<file path="config.mk">
export PLATFORM = sky130hd
export DESIGN_NAME = uart_transmitter
export DESIGN_NICKNAME = d
export VERILOG_FILES = /design/src/rtl/uart_transmitter.sv
export SDC_FILE = /design/constraint.sdc
export NUM_CORES = 1
export LEC_CHECK = 0
export ABC_AREA = 1
export BUFFER_PORTS_ARGS = -buffer_cell sky130_fd_sc_hd__clkbuf_2
export CAP_MARGIN = 20
export CORE_ASPECT_RATIO = 1.25
export CORE_UTILIZATION = 57
export CTS_BUF_LIST = sky130_fd_sc_hd__clkbuf_2
export DETAILED_ROUTE_END_ITERATION = 16
export GPL_ROUTABILITY_DRIVEN = 0
export GPL_TIMING_DRIVEN = 0
export PLACE_DENSITY = 0.77
export RECOVER_POWER = 25
export SLEW_MARGIN = 20
export SYNTH_ARGS = -nofsm -noshare
export SYNTH_HDL_FRONTEND = slang
export SYNTH_SLANG_ARGS = --single-unit
</file>
<file path="constraint.sdc">
create_clock -name clk -period 5.15 [get_ports clk]
set_clock_uncertainty 0.15 [all_clocks]
set_input_delay 0.2575 -clock clk [delete_from_list [all_inputs] [get_ports clk]]
set_output_delay 0.2575 -clock clk [all_outputs]
set_load 0.02 [all_outputs]
</file>
<file path="src/rtl/uart_transmitter.sv">
`default_nettype none
// =============================================================================
// Module   : uart_transmitter
// Brief    : UART serialiser with a one-entry holding register, optional
//            parity, 1/2 stop bits and line-break generation.
// Revision : 1.0
// =============================================================================
module uart_transmitter #(
    parameter int CLOCK_DIVISOR_WIDTH = 24
) (
    input  logic                           clk,
    input  logic                           rst,
    input  logic [7:0]                     dataIn,
    input  logic                           sendReq,
    input  logic [1:0]                     dataBits,
    input  logic                           hasParity,
    input  logic [1:0]                     parityMode,
    input  logic                           extraStopBit,
    input  logic [CLOCK_DIVISOR_WIDTH-1:0] clockDivisor,
    input  logic                           sendBreak,
    output logic                           tx,
    output logic                           txReady,
    output logic                           busy,
    output logic                           frameDone
);

    localparam int                 c_cnt_w   = CLOCK_DIVISOR_WIDTH + 1;
    localparam logic [c_cnt_w-1:0] c_cnt_one = {{CLOCK_DIVISOR_WIDTH{1'b0}}, 1'b1};

    typedef enum logic [3:0] {
        S_IDLE   = 4'd0,
        S_START  = 4'd1,
        S_DATA   = 4'd2,
        S_PARITY = 4'd3,
        S_STOP1  = 4'd4,
        S_STOP2  = 4'd5,
        S_BREAK  = 4'd6,
        S_MARK   = 4'd7
    } state_t;

    state_t                         state_q, state_d;
    logic [7:0]                     hold_q, hold_d;
    logic                           hold_full_q, hold_full_d;
    logic [7:0]                     shift_q, shift_d;
    logic [1:0]                     dbits_q, dbits_d;
    logic                           has_par_q, has_par_d;
    logic [1:0]                     par_mode_q, par_mode_d;
    logic                           two_stop_q, two_stop_d;
    logic [CLOCK_DIVISOR_WIDTH-1:0] div_q, div_d;
    logic [c_cnt_w-1:0]             cnt_q, cnt_d;
    logic [2:0]                     bit_idx_q, bit_idx_d;
    logic                           par_acc_q, par_acc_d;
    logic [3:0]                     brk_cnt_q, brk_cnt_d;
    logic                           tx_q, tx_d;

    logic       w_bit_end;
    logic       w_last_data;
    logic [3:0] w_frame_bits;
    logic       w_brk_long;
    logic       w_frame_end;
    logic       w_start_frame;
    logic       w_start_break;

    // A bit period spans 2*(div+1) cycles, so its last count is 2*div+1.
    assign w_bit_end    = (cnt_q == {div_q, 1'b1});
    assign w_last_data  = (bit_idx_q == ({1'b0, dbits_q} + 3'd4));
    assign w_frame_bits = 4'd7 + {2'b00, dbits_q} + {3'b000, has_par_q} + {3'b000, two_stop_q};
    assign w_brk_long   = ((brk_cnt_q + 4'd1) >= w_frame_bits);

    assign tx      = tx_q;
    assign txReady = ~hold_full_q;
    assign busy    = (state_q != S_IDLE);

    always_comb begin
        state_d       = state_q;
        hold_d        = hold_q;
        hold_full_d   = hold_full_q;
        shift_d       = shift_q;
        dbits_d       = dbits_q;
        has_par_d     = has_par_q;
        par_mode_d    = par_mode_q;
        two_stop_d    = two_stop_q;
        div_d         = div_q;
        bit_idx_d     = bit_idx_q;
        par_acc_d     = par_acc_q;
        brk_cnt_d     = brk_cnt_q;
        cnt_d         = ((state_q == S_IDLE) || w_bit_end) ? '0 : cnt_q + c_cnt_one;
        tx_d          = 1'b1;
        frameDone     = 1'b0;
        w_frame_end   = 1'b0;
        w_start_frame = 1'b0;
        w_start_break = 1'b0;

        // Accept and frame-load are mutually exclusive: one needs holding empty, the other full.
        if (sendReq && !hold_full_q) begin
            hold_d      = dataIn;
            hold_full_d = 1'b1;
        end

        case (state_q)
            S_IDLE: begin
                if (sendBreak) begin
                    w_start_break = 1'b1;
                end else if (hold_full_q) begin
                    w_start_frame = 1'b1;
                end
            end
            S_START: begin
                if (w_bit_end) begin
                    state_d   = S_DATA;
                    bit_idx_d = 3'd0;
                end
            end
            S_DATA: begin
                if (w_bit_end) begin
                    shift_d   = {1'b0, shift_q[7:1]};
                    par_acc_d = par_acc_q ^ shift_q[0];
                    bit_idx_d = bit_idx_q + 3'd1;
                    if (w_last_data) begin
                        state_d = has_par_q ? S_PARITY : S_STOP1;
                    end
                end
            end
            S_PARITY: begin
                if (w_bit_end) begin
                    state_d = S_STOP1;
                end
            end
            S_STOP1: begin
                if (w_bit_end) begin
                    if (two_stop_q) begin
                        state_d = S_STOP2;
                    end else begin
                        w_frame_end = 1'b1;
                    end
                end
            end
            S_STOP2: begin
                if (w_bit_end) begin
                    w_frame_end = 1'b1;
                end
            end
            S_BREAK: begin
                if (w_bit_end) begin
                    if (brk_cnt_q < 4'd14) begin
                        brk_cnt_d = brk_cnt_q + 4'd1;
                    end
                    if (w_brk_long && !sendBreak) begin
                        state_d = S_MARK;
                    end
                end
            end
            S_MARK: begin
                if (w_bit_end) begin
                    state_d = S_IDLE;
                end
            end
            default: state_d = S_IDLE;
        endcase

        if (w_frame_end) begin
            frameDone = 1'b1;
            if (sendBreak) begin
                w_start_break = 1'b1;
            end else if (hold_full_q) begin
                w_start_frame = 1'b1;
            end else begin
                state_d = S_IDLE;
            end
        end

        if (w_start_break || w_start_frame) begin
            dbits_d    = dataBits;
            has_par_d  = hasParity;
            par_mode_d = parityMode;
            two_stop_d = extraStopBit;
            div_d      = clockDivisor;
        end

        if (w_start_break) begin
            state_d   = S_BREAK;
            brk_cnt_d = 4'd0;
        end

        if (w_start_frame) begin
            state_d     = S_START;
            shift_d     = hold_q;
            hold_full_d = 1'b0;
            par_acc_d   = 1'b0;
            bit_idx_d   = 3'd0;
        end

        // Line level is registered from the next state so tx never glitches.
        case (state_d)
            S_START:  tx_d = 1'b0;
            S_DATA:   tx_d = shift_d[0];
            S_PARITY: begin
                case (par_mode_q)
                    2'b00:   tx_d = 1'b0;
                    2'b11:   tx_d = 1'b1;
                    2'b10:   tx_d = par_acc_d;
                    default: tx_d = ~par_acc_d;
                endcase
            end
            S_BREAK:  tx_d = 1'b0;
            default:  tx_d = 1'b1;
        endcase
    end

    always_ff @(posedge clk) begin
        if (!rst) begin
            state_q     <= S_IDLE;
            hold_q      <= '0;
            hold_full_q <= 1'b0;
            shift_q     <= '0;
            dbits_q     <= '0;
            has_par_q   <= 1'b0;
            par_mode_q  <= '0;
            two_stop_q  <= 1'b0;
            div_q       <= '0;
            cnt_q       <= '0;
            bit_idx_q   <= '0;
            par_acc_q   <= 1'b0;
            brk_cnt_q   <= '0;
            tx_q        <= 1'b1;
        end else begin
            state_q     <= state_d;
            hold_q      <= hold_d;
            hold_full_q <= hold_full_d;
            shift_q     <= shift_d;
            dbits_q     <= dbits_d;
            has_par_q   <= has_par_d;
            par_mode_q  <= par_mode_d;
            two_stop_q  <= two_stop_d;
            div_q       <= div_d;
            cnt_q       <= cnt_d;
            bit_idx_q   <= bit_idx_d;
            par_acc_q   <= par_acc_d;
            brk_cnt_q   <= brk_cnt_d;
            tx_q        <= tx_d;
        end
    end

endmodule
`default_nettype wire

</file>
* Word level (Yosys, flattened, before mapping) *
Cells that the tools add are included.

operators by class
  eq/ne operators = 17
  add/sub/neg operators = 7
  bitwise logic cells = 4
  reductions and logical operators = 20
  $lt $le $gt $ge = 2
  mux-type cells = 42

operator list
  operator                 number
  $mux W4                  14
  $pmux W4 S7              1
  $add A25 B1 Y25 const B  1
  $eq A25 B25 Y1           1
  $mux W8                  3
  $eq A4 B3 Y1 const B     5
  $mux W1                  17
  $eq A4 B2 Y1 const B     4
  $reduce_or A2 Y1         5
  $mux W3                  3
  $add A4 B1 Y4            2
  $eq A4 B1 Y1 const B     2
  $pmux W1 S3              2
  $pmux W3 S2              1
  $reduce_and A3 Y1        2
  $reduce_bool A2 Y1       3
  $add A3 B2 Y4 const A    1
  $add A4 B1 Y4 const B    1
  $eq A2 B2 Y1 const B     2
  $ge A4 B4 Y1             1
  $logic_not A4 Y1         1
  $lt A4 B4 Y1 const B     1
  $ne A2 B2 Y1 const B     2
  $reduce_bool A4 Y1       1
  11 further kinds         16

storage, ports and cells
  input port bits = 42
  logic and storage cells = 107
  register bits after elaboration = 85

* Logic depth before layout (Yosys ltp) *
  depth in word-level cells = 16
  depth in mapped cells = 20
  gate-level depth less buffers = 20

* Least setup slack after synthesis *
No wires, ideal clock.

  path type = register to register
  from = register two_stop_q
  to = register tx_q (netlist: tx)
  path buffers = 0
  slack = 2.453 ns
  period minus slack after synthesis = 2.697 ns
  arrival time = 2.435 ns
  required time = 4.888 ns
  stages on the path, launching flop included = 20
  path through = dfxtp_1 > inv_1 > ha_1 > inv_1 > ha_1 > inv_1 > fa_1 > ha_1 > inv_1 > nor2_1 > o211ai_1 > nand3_1 > nand3_1 > nand4_1 > o21ai_0 > nand2_1 > nand3_1 > nand2_1 > nand2_1 > nand2_1

on the way
  word-level cells in the longest chain between the ends = 14

RTL lines
  element                                       RTL line  RTL
  start, declared                               48        logic two_stop_q, two_stop_d;
  start signal, assigned                        234       two_stop_q <= two_stop_d;
  $add A4 B1 Y4                                 67        assign w_frame_bits = 4'd7 + {2'b00, dbits_q} + {3'b000, has_par_q} + {3'b000, two_stop_q};
  $ge A4 B4 Y1                                  68        assign w_brk_long = ((brk_cnt_q + 4'd1) >= w_frame_bits);
  $logic_and A1 B1 Y1                           148       if (w_brk_long && !sendBreak) begin
  $mux W4                                       148
  $mux W4                                       144       if (w_bit_end) begin
  $pmux W4 S7                                   100       case (state_q)
  $mux W4                                       165       end else if (hold_full_q) begin
  $mux W4                                       163       if (sendBreak) begin
  $mux W4                                       161       if (w_frame_end) begin
  $mux W4                                       180       if (w_start_break) begin
  $mux W4                                       185       if (w_start_frame) begin
  $eq A4 B3 Y1 or $eq A4 B1 Y1 (tied branches)  194       case (state_d)
  $reduce_or A2 Y1 (no line)                    -
  $pmux W1 S3 *                                 194
  end signal, assigned                          240       tx_q <= tx_d;
  end, declared                                 54        logic tx_q, tx_d;

Mark *: on every way between the ends. The rest lies on a longest branch, timed or not.
A chain may end at the register's enable or synchronous reset.

* Worst setup path in the final report *
Ends and elaborated chain as after synthesis.

==> results.md <==
Outcome:
- The run finished with clean final reports.

Floorplan:
- The area of the die is 0.008338 mm².
- Row generation in the floorplan step produced 36 rows.
- The core area is 0.007747 mm².
- The die is 81.88 µm wide.
- The floorplan step set the die height to 101.8 µm.
- The count of boundary I/O pins is 46.
- For this configuration, the core starts out at a cell density of 58.67%.

Drt:
- Using the TritonRoute via totals, the vias-per-cell ratio works out to 5.265.
- After detailed routing, the average wire length per cell comes to 13.23 µm.
- The number of nets still failing antenna checks after routing is 0.
- The wire length after detailed routing is 11.65 mm.
- For this block, the via count after detailed routing is 4,633.
- Before antenna repair, the detailed router went through 5 iterations.
- The total DRC errors in the routed layout is 0.
- The detailed router finished its first iteration with 291 violations.

Synthesis:
- The netlist uses 37 different library cells.
- sky130_fd_sc_hd__dfxtp_1 takes more of the synthesized area than any other cell.
- The fraction of the yosys area taken by sequential cells is 37.43%.
- Yosys attributes the largest share of cell area to sky130_fd_sc_hd__dfxtp_1, sky130_fd_sc_hd__nand2_1, sky130_fd_sc_hd__nor2_1.
- The cell area that synthesis handed to floorplanning was 0.004546 mm².
- Counting every net in the synthesized netlist gives 736.
- Synthesis inferred 85 register bits.
- Synthesis produced a netlist whose cell count is 683.
- Dividing the synthesized area by the synthesized cell count gives 6.655 µm².
- Summed over its instances, the top area cell type makes up 37.43% of the synthesized netlist area.
- Yosys printed 0 warnings.

Clock network:
- For the worst-skew pair, the clock arrives at the later sink with an insertion delay of 570 ps.
- The maximum buffer depth of the clock tree is 2.
- The clock drives 85 sinks.
- The H-tree was split into 3 levels.
- CTS placed an instance of sky130_fd_sc_hd__clkbuf_2 at the clock tree root.
- Counting the buffers created by CTS gives 9.
- The clock tree from TritonCTS is yes.
- The clock-pin slew on the worst setup and hold paths is 200 ps.
- The number of setup buffers added after CTS is 0.

Finish:
- The fill cell total of the finished layout is 695.
- 0 antenna diodes ended up in the layout.
- The final cell count without fillers is 880.
- In the layout the commonest cells are sky130_fd_sc_hd__nand2_1, sky130_fd_sc_hd__nor2_1, sky130_fd_sc_hd__dfxtp_1.
- Of the cells placed in the final design, the portion with a size suffix greater than 1 is 12.87%.
- The most common cell after layout, fill and taps aside is sky130_fd_sc_hd__nand2_1.
- The area growth from synthesis to layout is 18.61%.
- At the end of the flow, the number of nets in the layout was 835.

Hold path:
- The worst hold path depth is 4.
- The end of the worst hold path is hold_q[4].
- The hold path startpoint is dataIn[4].
- The class of the most critical hold timing path is input pin to flop.

Setup path:
- The category of the worst setup path launch point is a flop.
- The reg-to-reg critical path endpoint is tx.
- In this run the worst setup path begins at two_stop_q.
- The setup check on the worst reg-to-reg path leaves a slack of 2040 ps.
- The worst setup path is captured at a flop.
- Data on the critical path is required at its endpoint by 5490 ps.
- The critical path start-end classification is flop to flop.
- At the worst endpoint, the arrival time is 3460 ps.
- For the worst flop-to-flop path, the logic depth is 19.
- The worst register-to-register path begins at two_stop_q.
- In this run the worst path has a maximum fanout of 3.

Global routing:
- The combined global-route utilization of all metal layers is 30.18%.
- The number of antenna violations at the first check in global routing is 0.
- The first-pass GRT wire length is 19.09 mm.
- The via count of the first global-routing pass came to 4,451.
- The total grt overflow is 0.
- Entering global routing, the biggest net connects 13 pins.

Place:
- The placed instance count is 822.
- Input and output buffers added on the ports amount to 44.
- The HPWL after detailed placement is 8.478 mm.

Job:
- The number of max-cap violations is 0.

Pwr:
- The total design power is 1295 µW.
- The standby leakage power is 0.002381 µW.
- Across the VDD grid, the largest voltage drop is 154.6 µV.
- The power density over the cells is 240.1 mW/mm².

Timing:
- Setup violations remaining at the end of the flow were counted as 0.
- The ratio of final minimum period to clock period is 60.47%.
- The max-slew violation count is 0.
- The final hold violation count was 0.
- Subtracting the final worst setup slack from the clock period gives 3114 ps.
- The total negative setup slack is 0 ps.
- The highest clock frequency the design can meet is 321.1 MHz.
- Headroom to the max-slew limit came out at 55.21%.
- For the pin with the worst max-slew slack, the measured transition is 669.3 ps.
- Setup repair after global routing left no endpoint under its margin.
==> cell families after synthesis <==
family / Yosys count / synth area share (%)
AND/OR/NAND/NOR: 350 / 33.72
buffers and inverters: 115 / 10.32
AO/OA/AOI/OAI: 109 / 12.94
flip-flops: 85 / 37.43
XOR/XNOR: 12 / 2.312
adder cells (fa/ha/maj): 11 / 3.193
other: 1 / 0.08250
==> sequential cells by signal (all words and copies together), names as in the netlist <==
name,flops
has_par_q,1
shift_q,8
state_q,4
two_stop_q,1
tx,1
dbits_q,2
par_mode_q,2
cnt_q,25
bit_idx_q,3
par_acc_q,1
hold_q,8
brk_cnt_q,4
hold_full_q,1
div_q,24
==> where the power goes <==
| part | internal, µW | switching [µW] | leakage, µW |
|---|---|---|---|
| registers | 692 | 20.9 | 0.000694 |
| logic | 108 | 153 | 0.00163 |
| clock network | 104 | 217 | 0.0000604 |
| total | 904 | 391 | 0.00238 |
==> per-stage QoR <==
stage	hold WS, ps	util [%]	cell area, µm²	setup WS [ps]
5_1_grt	293.2	69.59	5391	1756
2_1_floorplan	242.4	-	4546	2453
3_3_place_gp	300.5	63.05	4885	2207
3_5_place_dp	306.8	63.05	4885	2099
4_1_cts	275.8	69.91	5416	2039
6_report	290.0	69.59	5391	2036
==> routing by layer <==
metal / global-route usage [%] / vias up / wire length (µm)
li1: - / 2376 / -
met1: 33.17 / 2108 / 4844
met2: 55.56 / 118 / 5975
met3: 5.714 / 31 / 448
met4: 12.55 / 0 / 378
met5: 0 / - / 0
==> area by class of cell <==
type | count | area (µm²) | share of cell area [%]
tap | 95 | 118.9 | 2.205
inverter | 99 | 372.9 | 6.916
multi-input combinational | 483 | 2355 | 43.68
clock buffer | 10 | 50.05 | 0.9283
clock inverter | 4 | 41.29 | 0.7658
timing repair buffer | 88 | 656.9 | 12.18
sequential | 85 | 1702 | 31.56
buffer | 16 | 95.09 | 1.764
==> synthesized netlist by cell type <==
| cell type | number |
|---|---|
| sky130_fd_sc_hd__inv_1 | 74 |
| sky130_fd_sc_hd__nand2_1 | 169 |
| sky130_fd_sc_hd__xnor2_1 | 6 |
| sky130_fd_sc_hd__clkbuf_1 | 7 |
| sky130_fd_sc_hd__buf_2 | 5 |
| sky130_fd_sc_hd__dfxtp_1 | 85 |
| sky130_fd_sc_hd__nor2_2 | 6 |
| sky130_fd_sc_hd__clkinv_1 | 1 |
| sky130_fd_sc_hd__o21ai_0 | 24 |
| sky130_fd_sc_hd__o21ai_1 | 28 |
| sky130_fd_sc_hd__nor2_4 | 1 |
| sky130_fd_sc_hd__a211oi_2 | 1 |
| sky130_fd_sc_hd__and2_1 | 1 |
| sky130_fd_sc_hd__a31oi_1 | 3 |
| sky130_fd_sc_hd__fa_1 | 1 |
| sky130_fd_sc_hd__nor3b_1 | 9 |
| sky130_fd_sc_hd__ha_1 | 10 |
| sky130_fd_sc_hd__o21bai_1 | 1 |
| sky130_fd_sc_hd__nor3b_2 | 1 |
| sky130_fd_sc_hd__nor3_1 | 10 |
| sky130_fd_sc_hd__nand4_1 | 19 |
| sky130_fd_sc_hd__nor3_2 | 1 |
| sky130_fd_sc_hd__inv_2 | 23 |
| sky130_fd_sc_hd__conb_1 | 1 |
| sky130_fd_sc_hd__xor2_1 | 6 |
| sky130_fd_sc_hd__nor2_1 | 92 |
| sky130_fd_sc_hd__buf_6 | 4 |
| sky130_fd_sc_hd__nand3_1 | 29 |
| sky130_fd_sc_hd__nor4_2 | 1 |
| sky130_fd_sc_hd__clkinv_2 | 1 |
| sky130_fd_sc_hd__o211ai_1 | 1 |
| sky130_fd_sc_hd__a21oi_2 | 7 |
| sky130_fd_sc_hd__nand3b_1 | 1 |
| sky130_fd_sc_hd__nor4_1 | 4 |
| sky130_fd_sc_hd__nand3_2 | 3 |
| sky130_fd_sc_hd__nand2_2 | 3 |
| sky130_fd_sc_hd__a21oi_1 | 44 |
==> worst max-delay path, cell delays in order (launching register included) <==
cell	delay (ps)
sky130_fd_sc_hd__dfxtp_1	410
sky130_fd_sc_hd__inv_1	90
sky130_fd_sc_hd__ha_1	270
sky130_fd_sc_hd__inv_1	70
sky130_fd_sc_hd__ha_1	170
sky130_fd_sc_hd__inv_1	60
sky130_fd_sc_hd__fa_1	470
sky130_fd_sc_hd__ha_1	300
sky130_fd_sc_hd__inv_1	60
sky130_fd_sc_hd__nor2_1	30
sky130_fd_sc_hd__o211ai_1	160
sky130_fd_sc_hd__nand3_1	120
sky130_fd_sc_hd__nand3_1	90
sky130_fd_sc_hd__nand4_1	90
sky130_fd_sc_hd__o21ai_0	100
sky130_fd_sc_hd__nand2_1	90
sky130_fd_sc_hd__nand3_1	90
sky130_fd_sc_hd__nand2_1	60
sky130_fd_sc_hd__nand2_1	80
sky130_fd_sc_hd__nand2_1	60
==> how the worst max path moves through the flow <==
stage	to	slack, ps
after detailed placement	tx	2100
final	tx	2040
after floorplan	tx	2450
after global routing	tx	1760
after CTS	tx	2040
after global placement	tx	2210
==> repair_timing <==
item / in CTS / in global routing
hold buffers: 44 / 0
gates resized for setup: 0 / 0
setup endpoints to repair: 0 / 0
endpoints found under the hold margin: 46 / 0
Note: power is estimated with default switching activity, not from simulation.
